<file path="config.mk">
export PLATFORM = sky130hd
export DESIGN_NAME = lane_commit_tracker
export DESIGN_NICKNAME = d
export VERILOG_FILES = /design/src/rtl/lane_commit_tracker.sv
export SDC_FILE = /design/constraint.sdc
export NUM_CORES = 1
export LEC_CHECK = 0
export BUFFER_PORTS_ARGS = -buffer_cell sky130_fd_sc_hd__buf_2
export CAP_MARGIN = 25
export CORE_MARGIN = 3
export CORE_UTILIZATION = 42
export CTS_BUF_LIST = sky130_fd_sc_hd__clkbuf_8
export DETAILED_ROUTE_END_ITERATION = 6
export SLEW_MARGIN = 25
export SYNTH_ARGS = -nofsm -noshare
export SYNTH_HDL_FRONTEND = slang
export SYNTH_SLANG_ARGS = --single-unit
</file>
<file path="constraint.sdc">
create_clock -name clock -period 6.3 [get_ports clock]
set_input_delay 1.26 -clock clock [delete_from_list [all_inputs] [get_ports clock]]
set_output_delay 1.26 -clock clock [all_outputs]
set_load 0.05 [all_outputs]
</file>
<file path="src/rtl/lane_commit_tracker.sv">
// In-order vector commit tracker: records issued vector instructions, gathers
// per-lane completion pulses and requests commit of the oldest complete entry.
// Optional macro LANE_COMMIT_ERR_EN adds a sticky O_Err for unmatched or duplicate pulses.
module lane_commit_tracker #(
  parameter int NUM_LANE    = 4,
  parameter int NUM_ENTRY   = 8,
  parameter int WIDTH_ISSUE = 8
) (
  input  logic                            clock,
  input  logic                            reset,
  input  logic                            I_Issue,
  input  logic [WIDTH_ISSUE-1:0]          I_Issue_No,
  input  logic [NUM_LANE-1:0]             I_En_Lane,
  input  logic [NUM_LANE-1:0]             I_Lane_Done,
  input  logic [NUM_LANE*WIDTH_ISSUE-1:0] I_Lane_No,
  output logic                            O_Commit_Req,
  output logic [WIDTH_ISSUE-1:0]          O_Commit_No,
  input  logic                            I_Commit_Ack,
  output logic                            O_Full,
  output logic                            O_Empty,
  output logic [$clog2(NUM_ENTRY):0]      O_Num
`ifdef LANE_COMMIT_ERR_EN
  ,
  output logic                            O_Err
`endif
);

  localparam int PW = $clog2(NUM_ENTRY);

  // Pointers carry one extra wrap bit so full and empty are distinguishable.
  logic [PW:0]              r_head;
  logic [PW:0]              r_tail;
  logic [NUM_ENTRY-1:0]     r_valid;
  logic [WIDTH_ISSUE-1:0]   r_issue_no [NUM_ENTRY];
  logic [NUM_LANE-1:0]      r_en_lane  [NUM_ENTRY];
  logic [NUM_LANE-1:0]      r_done     [NUM_ENTRY];
  logic [WIDTH_ISSUE-1:0]   r_last_no;

  logic [PW-1:0]            w_head_idx;
  logic [PW-1:0]            w_tail_idx;
  logic                     w_full;
  logic                     w_empty;
  logic                     w_alloc;
  logic                     w_commit;
  logic                     w_head_valid;
  logic                     w_head_complete;
  logic [NUM_LANE-1:0]      w_set [NUM_ENTRY];
  logic [PW-1:0]            w_idx;
  logic                     w_found;
`ifdef LANE_COMMIT_ERR_EN
  logic                     w_err;
  logic                     r_err;
`endif

  assign w_head_idx      = r_head[PW-1:0];
  assign w_tail_idx      = r_tail[PW-1:0];
  assign w_empty         = (r_head == r_tail);
  assign w_full          = (w_head_idx == w_tail_idx) && (r_head[PW] != r_tail[PW]);
  assign w_head_valid    = r_valid[w_head_idx];
  assign w_head_complete = ((r_done[w_head_idx] & r_en_lane[w_head_idx]) == r_en_lane[w_head_idx]);
  assign w_alloc         = I_Issue && !w_full;
  assign w_commit        = I_Commit_Ack && O_Commit_Req;

  assign O_Commit_Req = w_head_valid && w_head_complete;
  assign O_Commit_No  = w_head_valid ? r_issue_no[w_head_idx] : r_last_no;
  assign O_Full       = w_full;
  assign O_Empty      = w_empty;
  assign O_Num        = r_tail - r_head;
`ifdef LANE_COMMIT_ERR_EN
  assign O_Err        = r_err;
`endif

  // Each lane walks from head toward tail; the first valid, enabled entry with a
  // matching issue number takes the pulse. Same-cycle allocations are not yet valid.
  always_comb begin
    for (int e = 0; e < NUM_ENTRY; e++) begin
      w_set[e] = '0;
    end
    w_idx   = '0;
    w_found = 1'b0;
`ifdef LANE_COMMIT_ERR_EN
    w_err   = 1'b0;
`endif
    for (int k = 0; k < NUM_LANE; k++) begin
      w_found = 1'b0;
      if (I_Lane_Done[k]) begin
        for (int i = 0; i < NUM_ENTRY; i++) begin
          w_idx = w_head_idx + PW'(i);
          if (!w_found && r_valid[w_idx] && r_en_lane[w_idx][k] &&
              (r_issue_no[w_idx] == I_Lane_No[k*WIDTH_ISSUE +: WIDTH_ISSUE])) begin
            w_found           = 1'b1;
            w_set[w_idx][k]   = 1'b1;
`ifdef LANE_COMMIT_ERR_EN
            if (r_done[w_idx][k]) w_err = 1'b1;
`endif
          end
        end
`ifdef LANE_COMMIT_ERR_EN
        if (!w_found) w_err = 1'b1;
`endif
      end
    end
  end

  always_ff @(posedge clock) begin
    if (!reset) begin
      r_head    <= '0;
      r_tail    <= '0;
      r_valid   <= '0;
      r_last_no <= '0;
      for (int e = 0; e < NUM_ENTRY; e++) begin
        r_issue_no[e] <= '0;
        r_en_lane[e]  <= '0;
        r_done[e]     <= '0;
      end
    end else begin
      for (int e = 0; e < NUM_ENTRY; e++) begin
        r_done[e] <= r_done[e] | w_set[e];
      end
      if (w_head_valid) r_last_no <= r_issue_no[w_head_idx];
      // Clearing on commit overrides any pulse landing on the retiring head.
      if (w_commit) begin
        r_valid[w_head_idx] <= 1'b0;
        r_done[w_head_idx]  <= '0;
        r_head              <= r_head + (PW+1)'(1);
      end
      if (w_alloc) begin
        r_valid[w_tail_idx]    <= 1'b1;
        r_issue_no[w_tail_idx] <= I_Issue_No;
        r_en_lane[w_tail_idx]  <= I_En_Lane;
        r_done[w_tail_idx]     <= '0;
        r_tail                 <= r_tail + (PW+1)'(1);
      end
    end
  end

`ifdef LANE_COMMIT_ERR_EN
  always_ff @(posedge clock) begin
    if (!reset) r_err <= 1'b0;
    else if (w_err) r_err <= 1'b1;
  end
`endif

endmodule

</file>
==> results.py, run 1 <==
metrics = {
    "critical_path": {
        "worstPathMaxFanout": 34,
        "r2r_cells": 13,
        "start_kind": "flop",
        "reg2reg_slack_ns": 0.63,
        "worstSetupEndpointType": "flop",
        "critical_path_class": "reg2reg",
        "critPathArrivalTime_ns": 6.17,
        "cp.required_ns": 6.80,
    },
    "clock_tree": {
        "cts_resized": 0,
        "post_cts_buffers": 0,
        "cts_buffers": 17,
        "cts.path.max_buffers": 2,
        "path_clk_slew_ns": 0.10,
        "cts_tree": "done",
        "cts_hold_buf": 0,
        "clock_latency_ns": 0.56,
        "cts_root_buffer": "clkbuf_8",
        "ctsHtreeMaxLevel": 4,
        "cts_sinks": 155,
    },
    "place": {
        "io_buffer_count": 66,
        "gp_congestion": 1.094,
        "dpl_cell_area_um2": 19920,
        "dp_hpwl_um": 68710,
        "dp_cells": 2573,
    },
    "route": {
        "drc": 0,
        "wl_per_cell_um": 34.50,
        "first_pass_iters": 6,
        "num_vias": 18675,
        "ant_nets": 0,
        "wl_um": 89950,
        "detail_route.vias_per_cell": 7.163,
        "first_iter_violations": 3203,
    },
    "sta": {
        "fin_crit_ns": 5.666,
        "tightest_slew_ns": 1.169,
        "slew_headroom_pct": 21.37,
        "finalHoldViolCount": 0,
        "final.setup.tns_ns": 0,
        "final.setup_skew_ns": 0.01719,
        "rsz0062_at_grt": "false",
        "fmax_ghz": 0.1765,
        "maxSlewViolCount": 0,
        "post-route-period-util_pct": 89.94,
        "setup_viol": 0,
    },
    "status": {
        "status": "completed",
    },
    "min_path": {
        "worstHoldPathType": "reg2reg",
        "hold_path_depth": 1,
    },
    "cells_and_area": {
        "post-route-util_pct": 45.49,
        "areaGrowthSynthToFinish_pct": 5.635,
        "finalNetCount": 2064,
        "fin_area_um2": 20340,
        "drive_gt1_share_pct": 20.36,
        "final-instance-count-excl-fill": 2607,
    },
    "global_routing": {
        "grt_pass1_vias": 17411,
        "grt_pass1_wl_um": 127700,
        "antenna_found_initial": 2,
        "grt_max_degree": 125,
        "globalRouteOverflowTotal": 0,
        "grt_usage_pct": 37.01,
    },
    "synthesis": {
        "syn-instance-count": 2017,
        "synthMuxAreaShare_pct": 27.12,
        "synth_fa_ha_area_share_pct": 0.7539,
        "ys_seq_elements": 155,
        "synth-compound-area-share_pct": 14.99,
        "ys_warn_count": 0,
        "synth_area_um2": 19250,
        "synth_cell_type_count": 105,
        "synth.avg_cell_area_um2": 9.544,
        "synth_seq_area_share_pct": 21.11,
        "syn-num-nets": 2080,
        "synthSimpleGateAreaFrac_pct": 18.84,
        "synthXorXnorAreaFrac_pct": 11.37,
        "synth_top_family_by_area": "multiplexers",
        "synth-edff-count": 96,
        "async_reset_ff_share_pct": 0,
        "synthFlopType": "edfxtp_1",
    },
    "die": {
        "die-area_um2": 48440,
        "die_h_um": 220.1,
        "core-area_um2": 44700,
        "initial_core_util_pct": 43.06,
        "die_w_um": 220.1,
        "rows": 77,
        "ios": 67,
    },
    "run": {
        "drv_cap": 0,
    },
    "power_and_ir_drop": {
        "ir_drop_v": 0.0002123,
        "power.leakage_uw": 0.006560,
        "powerDensity_nw_per_um2": 146.6,
    },
}
state kept, by name (all words and copies together) (netlist names), named ones only:
| register | cells |
|---|---|
| r_head | 4 |
| r_tail | 4 |
| r_last_no | 8 |
| r_done | 32 |
| r_en_lane | 32 |
| r_valid | 8 |
| r_issue_no | 64 |
worst max-delay path, cell delays in order (launching register included):
cell and delay, ns:
dfxtp_2 0.34, buf_4 0.46, ha_1 0.49, xor2_4 0.82
buf_4 0.51, mux2i_1 0.23, mux2_2 0.34, o221ai_1 0.38
or4_1 0.40, o221ai_2 0.23, nor4b_1 0.86, buf_4 0.27
a22oi_1 0.09, a21oi_1 0.16
report_power, final:
group | switching (uW) | internal, uW
Sequential | 77.2 | 1110
Combinational | 664 | 362
Clock | 448 | 317
Total | 1190 | 1790
Yosys cell counts (11+ instances only):
cell type	n	area [um^2]
a21oi_1	86	430.4
a221oi_1	14	122.6
a22o_1	11	96.34
a22oi_1	20	150.1
a31oi_1	26	162.7
and2_1	124	775.7
and4_1	18	157.7
buf_1	20	75.07
buf_2	43	215.2
buf_4	16	120.1
buf_6	15	168.9
clkbuf_1	58	217.7
dfxtp_1	59	1181
edfxtp_1	96	2883
inv_1	23	86.33
mux2_2	22	247.7
mux2i_1	151	1511
mux2i_2	11	151.4
mux4_2	137	3085
nand2_1	131	491.7
nand2b_1	11	68.82
nand3_1	59	295.3
nand4_1	33	206.5
nor2_1	118	442.9
nor2b_1	17	106.4
nor3_1	52	260.3
nor3b_1	11	82.58
nor4_1	21	131.4
o2111ai_1	12	105.1
o21ai_0	60	300.3
o221a_1	15	168.9
o221ai_1	13	113.9
o22ai_1	38	237.7
or3_1	15	93.84
xnor2_1	164	1436
xor2_1	79	691.9
cell type report:
cell class              instances  area [um^2]
diodes                          1        2.502
clock buffers                  17        234.0
clock inverters                15        140.1
fillers                      4344        24370
inverters                      31        118.9
multi-input cells            1665        14160
flip-flops and latches        155         4073
well taps                     592        740.7
repair buffers                131        863.3
worst paths after layout:
path | endpoint | startpoint
hold / removal | r_tail[3] | r_tail[3]
setup / recovery | r_done[7][0] | r_head[1]
setup reg to reg | r_done[7][0] | r_head[1]
hold reg to reg | r_tail[3] | r_tail[3]
logic make-up (layout without fill, tap and decap cells):
logic type / Yosys count / in the layout
and+or+nand+nor: 666 / 666
AOI/OAI and AO/OA: 407 / 407
muxes: 335 / 335
xor gates and xnor gates: 246 / 246
buffers and inverters: 197 / 194
DFF: 155 / 155
adders and majority gates: 11 / 11
other: 0 / 1
stage by stage:
stage | total power (uW) | setup slack [ns] | hold slack [ns]
finish | 2982 | 0.6337 | 0.4918
global route | 3082 | 0.2904 | 0.5113
CTS | 2964 | 0.7361 | 0.5005
detailed placement | 2197 | 0.7448 | 0.4873
global placement | 2186 | 0.6808 | 0.4678
floorplan | 1857 | 1.280 | 0.4583
cells in the final DEF, fill, tap and decap left out, drive strengths merged, types with 31 or more instances in the layout:
cell	instances
xnor2	166
and2	126
nand2	134
nor2	118
edfxtp	96
mux2i	164
o21ai	70
mux4	140
nand3	60
nand4	35
o22ai	40
inv	35
a21oi	88
buf	131
xor2	80
dfxtp	59
nor3	54
mux2	31
per-layer routing:
layer | global-route usage [%] | part of all wire [%] | vias up
met5 | 0 | 0 | -
met4 | 18.05 | 5.3 | 0
met3 | 8.811 | 12 | 279
met2 | 54.32 | 43 | 1456
met1 | 51.13 | 39 | 9245
li1 | - | - | 7695
Power figures use the tool's default switching activity.
==> inputs of run 2 (changes only) <==
- CORE_MARGIN: 3 -> not set
- TNS_END_PERCENT: not set -> 100
==> run 2 against run 1 <==
Compared with the run above:
- the flow now finishes with violations (design-rule violations)
- critical path depth rose by 1
- critical endpoint is now r_done[0][2]
- critical path type unchanged
- via count fell by 0.70%
- setup slack improved by 0.33 ns
==> results.py, run 2 (synthesis gave the netlist of run 1 again) <==
metrics = {
    "place": {
        "dp_hpwl_um": 65790,
        "io_buffer_count": 66,
        "dp_cells": 2571,
        "gp_congestion": 1.095,
        "dpl_cell_area_um2": 19840,
    },
    "critical_path": {
        "cp_slowest_stage_delay_ns": 0.82,
        "cp_cell_sequence": "buf_4 -> ha_1 -> xor2_4 -> buf_4 -> mux2i_1 -> xnor2_1 -> nand3_1 -> a22o_1 -> a2111oi_2 -> buf_4 -> nor4_2 -> nand4_2 -> o22ai_1 -> o221a_1",
        "cp_slowest_cell": "nor4_2",
        "cpMostUsedCell": "buf_4",
        "worstPathMaxFanout": 30,
        "cp.required_ns": 6.81,
        "critical_path_class": "reg2reg",
        "critPathArrivalTime_ns": 5.85,
        "start_kind": "flop",
        "worstSetupEndpointType": "flop",
    },
    "cells_and_area": {
        "top_register": "r_issue_no",
        "final_common_cell": "xnor2_1",
        "fin_area_um2": 20290,
        "most-common-layout-cells": "xnor2_1 (164), mux2i_1 (151), mux4_2 (137)",
        "drive_gt1_share_pct": 20.00,
        "largest_register_ffs": 64,
        "areaGrowthSynthToFinish_pct": 5.408,
        "final-instance-count-excl-fill": 2605,
        "finalNetCount": 2055,
        "diodes": 0,
        "fillCellCount": 4354,
        "reg_top3": "r_issue_no (64), r_done (32), r_en_lane (32)",
    },
    "global_routing": {
        "globalRouteOverflowTotal": 0,
        "grt_pass1_wl_um": 124500,
        "antenna_found_initial": 1,
        "grt_max_degree": 79,
        "grt_usage_pct": 36.94,
        "grt_pass1_vias": 16920,
    },
    "power_and_ir_drop": {
        "powerDensity_nw_per_um2": 147.4,
        "power.leakage_uw": 0.006543,
        "ir_drop_v": 0.0001463,
    },
    "sta": {
        "fmax_ghz": 0.1873,
        "tightest_slew_ns": 1.148,
        "post-route-period-util_pct": 84.76,
        "finalHoldViolCount": 0,
        "maxSlewViolCount": 0,
        "holdWs_ns": 0.4846,
        "fin_crit_ns": 5.340,
        "slew_headroom_pct": 23.12,
        "final.setup.tns_ns": 0,
        "setup_viol": 0,
        "rsz0062_at_grt": "false",
        "final.setup_skew_ns": 0.02839,
    },
    "route": {
        "num_vias": 18545,
        "drc": 1,
        "ant_nets": 0,
        "wl_um": 87130,
        "detail_route.vias_per_cell": 7.119,
        "first_iter_violations": 3193,
        "wl_per_cell_um": 33.45,
        "first_pass_iters": 7,
    },
    "die": {
        "die-area_um2": 46690,
        "die_h_um": 216.1,
        "initial_core_util_pct": 42.51,
        "core-area_um2": 45280,
        "rows": 78,
        "die_w_um": 216.1,
        "ios": 67,
    },
    "run": {
        "drv_cap": 0,
    },
    "clock_tree": {
        "cts_buffers": 17,
        "cts_root_buffer": "clkbuf_8",
        "path_clk_slew_ns": 0.09,
        "cts_resized": 0,
        "cts.path.max_buffers": 2,
        "cts_hold_buf": 0,
        "clock_latency_ns": 0.57,
        "post_cts_buffers": 0,
        "cts_tree": "done",
        "cts_sinks": 155,
        "ctsHtreeMaxLevel": 4,
    },
    "status": {
        "violations": "design-rule violations",
        "status": "complete, but fails checks",
    },
    "min_path": {
        "worstHoldPathType": "reg2reg",
    },
}
-- run 2: cell count changes in the layout (fill, tap and decap cells not counted), sizes merged --
| cell | before | now |
|---|---|---|
| diode | 1 | 0 |
| clkinv | 5 | 7 |
| inv | 35 | 37 |
| clkbuf | 17 | 18 |
| buf | 131 | 122 |
| clkinvlp | 5 | 0 |
-- run 2: worst paths after layout --
| path | from | to | slack (ns) | cells after the start |
|---|---|---|---|---|
| worst min-delay path | r_tail[3] | r_tail[3] | 0.48 | 1 |
| worst max register to register | r_head[1] | r_done[0][2] | 0.96 | 14 |
| worst min register to register | r_tail[3] | r_tail[3] | 0.48 | 1 |
| worst max-delay path | r_head[1] | r_done[0][2] | 0.96 | 14 |
-- run 2: where the power goes --
part | switching (uW) | internal, uW
logic | 654 | 360
clock network | 456 | 331
registers | 77.4 | 1110
-- run 2: per-stage QoR --
step	total power, uW	util, %	setup slack (ns)
after CTS	2956	44.67	1.173
after global routing	3077	44.81	0.7377
after floorplan	1857	-	1.280
after detailed placement	2180	43.82	1.190
final	2992	44.81	0.9600
after global placement	2168	43.81	1.203
-- run 2: per-layer routing --
metal  vias up  wire length, um  track usage, %
met2      1443            36810           53.41
li1       7667                -               -
met1      9117            33260           49.00
met4         2             5294           19.81
met5         -               13               0
met3       316            11750           11.64
-- run 2: area by class of cell --
| cell class | instances | area (um^2) | area share (%) |
|---|---|---|---|
| sequential | 155 | 4073 | 20.07 |
| inverter | 31 | 118.9 | 0.5858 |
| tap | 600 | 750.7 | 3.700 |
| timing repair buffer | 122 | 803.3 | 3.959 |
| clock buffer | 18 | 247.7 | 1.221 |
| clock inverter | 14 | 135.1 | 0.6659 |
| multi-input combinational | 1665 | 14160 | 69.80 |
-- run 2: worst max-delay path: cells and delay by family, from the launching register on --
family,cells,cell delay [ns]
mux,1,0.45
flops,1,0.33
fa+ha+maj,1,0.46
simple gates,3,1.35
compound gates,4,0.90
buf+inv,3,0.97
xor+xnor,2,0.80
==> inputs of run 3 (changes only) <==
- clock period: 6.3 -> 4.7 ns (I/O delays scaled with it)
==> run 3 against run 2 <==
Compared with the run above:
- the flow now finishes without violations
- first-iteration DRC count fell by 2.3%
- total power rose by 37%
- setup slack got worse by 0.86 ns
==> results.py, run 3 (synthesis gave the netlist of run 1 again) <==
metrics = {
    "die": {
        "rows": 78,
        "die-area_um2": 46690,
        "initial_core_util_pct": 42.51,
        "core-area_um2": 45280,
        "ios": 67,
        "die_h_um": 216.1,
        "die_w_um": 216.1,
    },
    "power_and_ir_drop": {
        "clockPowerShare_pct": 25.4,
        "power.leakage_uw": 0.006965,
        "power_frac_comb_pct": 35.6,
        "powerDensity_nw_per_um2": 194.8,
        "p_switching_uw": 1648,
        "p_total_uw": 4087,
        "ir_drop_v": 0.0002533,
        "pwr-share-seq_pct": 39.0,
        "internal_power_uw": 2440,
        "swShare_pct": 40.31,
    },
    "cells_and_area": {
        "finalNetCount": 2133,
        "top_register": "r_issue_no",
        "diodes": 0,
        "areaGrowthSynthToFinish_pct": 9.021,
        "final_common_cell": "xnor2_1",
        "fin_area_um2": 20990,
        "drive_gt1_share_pct": 23.28,
        "largest_register_ffs": 64,
        "final-instance-count-excl-fill": 2683,
        "reg_top3": "r_issue_no (64), r_done (32), r_en_lane (32)",
        "most-common-layout-cells": "xnor2_1 (164), mux2i_1 (148), mux4_2 (137)",
    },
    "critical_path": {
        "worstSetupEndpointType": "flop",
        "critical_path_class": "reg2reg",
        "worstPathMaxFanout": 8,
        "start_kind": "flop",
        "cp_cell_sequence": "inv_1 -> ha_4 -> xnor2_4 -> mux4_2 -> xor2_1 -> a22oi_1 -> nand4_1 -> a2111oi_1 -> buf_4 -> nor4_2 -> nand2_1 -> o22ai_1 -> o221a_1",
        "cp.required_ns": 5.20,
        "cp_slowest_cell": "mux4_2",
        "cp_slowest_stage_delay_ns": 0.71,
        "critPathArrivalTime_ns": 5.11,
    },
    "place": {
        "io_buffer_count": 66,
        "dp_cells": 2650,
        "dpl_cell_area_um2": 20580,
        "gp_congestion": 1.019,
        "dp_hpwl_um": 74230,
    },
    "sta": {
        "setup_viol": 0,
        "maxSlewViolCount": 0,
        "holdWs_ns": 0.4882,
        "finalHoldViolCount": 0,
        "final.setup_skew_ns": 0.01821,
        "final.setup.tns_ns": 0,
        "post-route-period-util_pct": 97.91,
        "slew_headroom_pct": 25.08,
        "fmax_ghz": 0.2173,
        "tightest_slew_ns": 1.124,
        "fin_crit_ns": 4.602,
        "rsz0062_at_grt": "false",
    },
    "route": {
        "wl_met3_um": 10310,
        "num_vias": 18918,
        "wl_um": 95200,
        "ant_nets": 0,
        "m1WireLength_um": 40500,
        "detail_route.vias_per_cell": 7.051,
        "wl_per_cell_um": 35.48,
        "drc": 0,
        "routed-wl-met2_um": 41650,
        "highest_layer": "met4",
        "first_pass_iters": 6,
        "first_iter_violations": 3121,
    },
    "clock_tree": {
        "cts_root_buffer": "clkbuf_8",
        "ctsHtreeMaxLevel": 4,
        "path_clk_slew_ns": 0.10,
        "clock_latency_ns": 0.55,
        "cts_hold_buf": 0,
        "cts.path.max_buffers": 2,
        "cts_buffers": 17,
        "cts_tree": "done",
        "cts_sinks": 155,
    },
    "global_routing": {
        "grt_pass1_vias": 17515,
        "grt_usage_pct": 40.54,
        "globalRouteOverflowTotal": 0,
        "grt_max_degree": 119,
        "grt_pass1_wl_um": 134800,
        "antenna_found_initial": 0,
    },
    "min_path": {
        "worstHoldPathType": "reg2reg",
    },
    "run": {
        "drv_cap": 0,
    },
    "status": {
        "status": "completed",
    },
}
==> run 3: cell count changes in the layout (fill, tap and decap cells not counted), moves of 3 or more <==
cell	delta
nor2_1	-3
mux2i_1	-3
buf_12	+7
mux2i_2	+3
buf_4	+72
nor2_2	+3
==> run 3: path summary, 6_finish.rpt <==
path             start           end  slack (ns)  depth (start not counted)
max          r_head[1]  r_done[5][2]         0.1                         13
min          r_tail[3]     r_tail[3]        0.49                          1
max reg2reg  r_head[1]  r_done[5][2]         0.1                         13
min reg2reg  r_tail[3]     r_tail[3]        0.49                          1
==> run 3: layer usage <==
layer | global-route usage (%) | up-vias
li1 | - | 7828
met4 | 11.17 | 0
met1 | 58.36 | 9661
met5 | 0 | -
met3 | 8.309 | 150
met2 | 61.36 | 1279
==> run 3: layout make-up <==
| class | count | area (um^2) |
|---|---|---|
| Clock buffer | 17 | 234.0 |
| Clock inverter | 15 | 140.1 |
| Fill cell | 4400 | 24300 |
| Inverter | 31 | 118.9 |
| Multi-Input combinational cell | 1665 | 14230 |
| Sequential cell | 155 | 4073 |
| Tap cell | 600 | 750.7 |
| Timing Repair Buffer | 200 | 1440 |
==> run 3: critical path: cells and delay by family (launching register included) <==
kind | cells | cell delay, ns
compound gates | 4 | 0.88
xor+xnor | 2 | 0.62
fa+ha+maj | 1 | 0.27
buf+inv | 2 | 0.40
flops | 1 | 0.38
mux | 1 | 0.71
simple gates | 3 | 1.29
==> run 3: stage by stage <==
stage,util [%],setup slack (ns)
CTS,46.28,0.04219
global placement,45.43,0.01816
detailed placement,45.45,0.05567
finish,46.35,0.09804
global route,46.35,0.01577
floorplan,-,0.004299
==> run 3: power by group through the flow <==
stage	clock (uW)	combinational (uW)	sequential, uW
final	1040	1450	1600
after global routing	1090	1500	1600
after CTS	1040	1410	1590
after detailed placement	0	1400	1620
after global placement	0	1400	1620
after floorplan	0	924	1570
==> run 3: timing repair <==
action	in CTS	in global routing
gates resized for setup	0	3
setup buffers	0	1
endpoints found under the setup margin	0	16
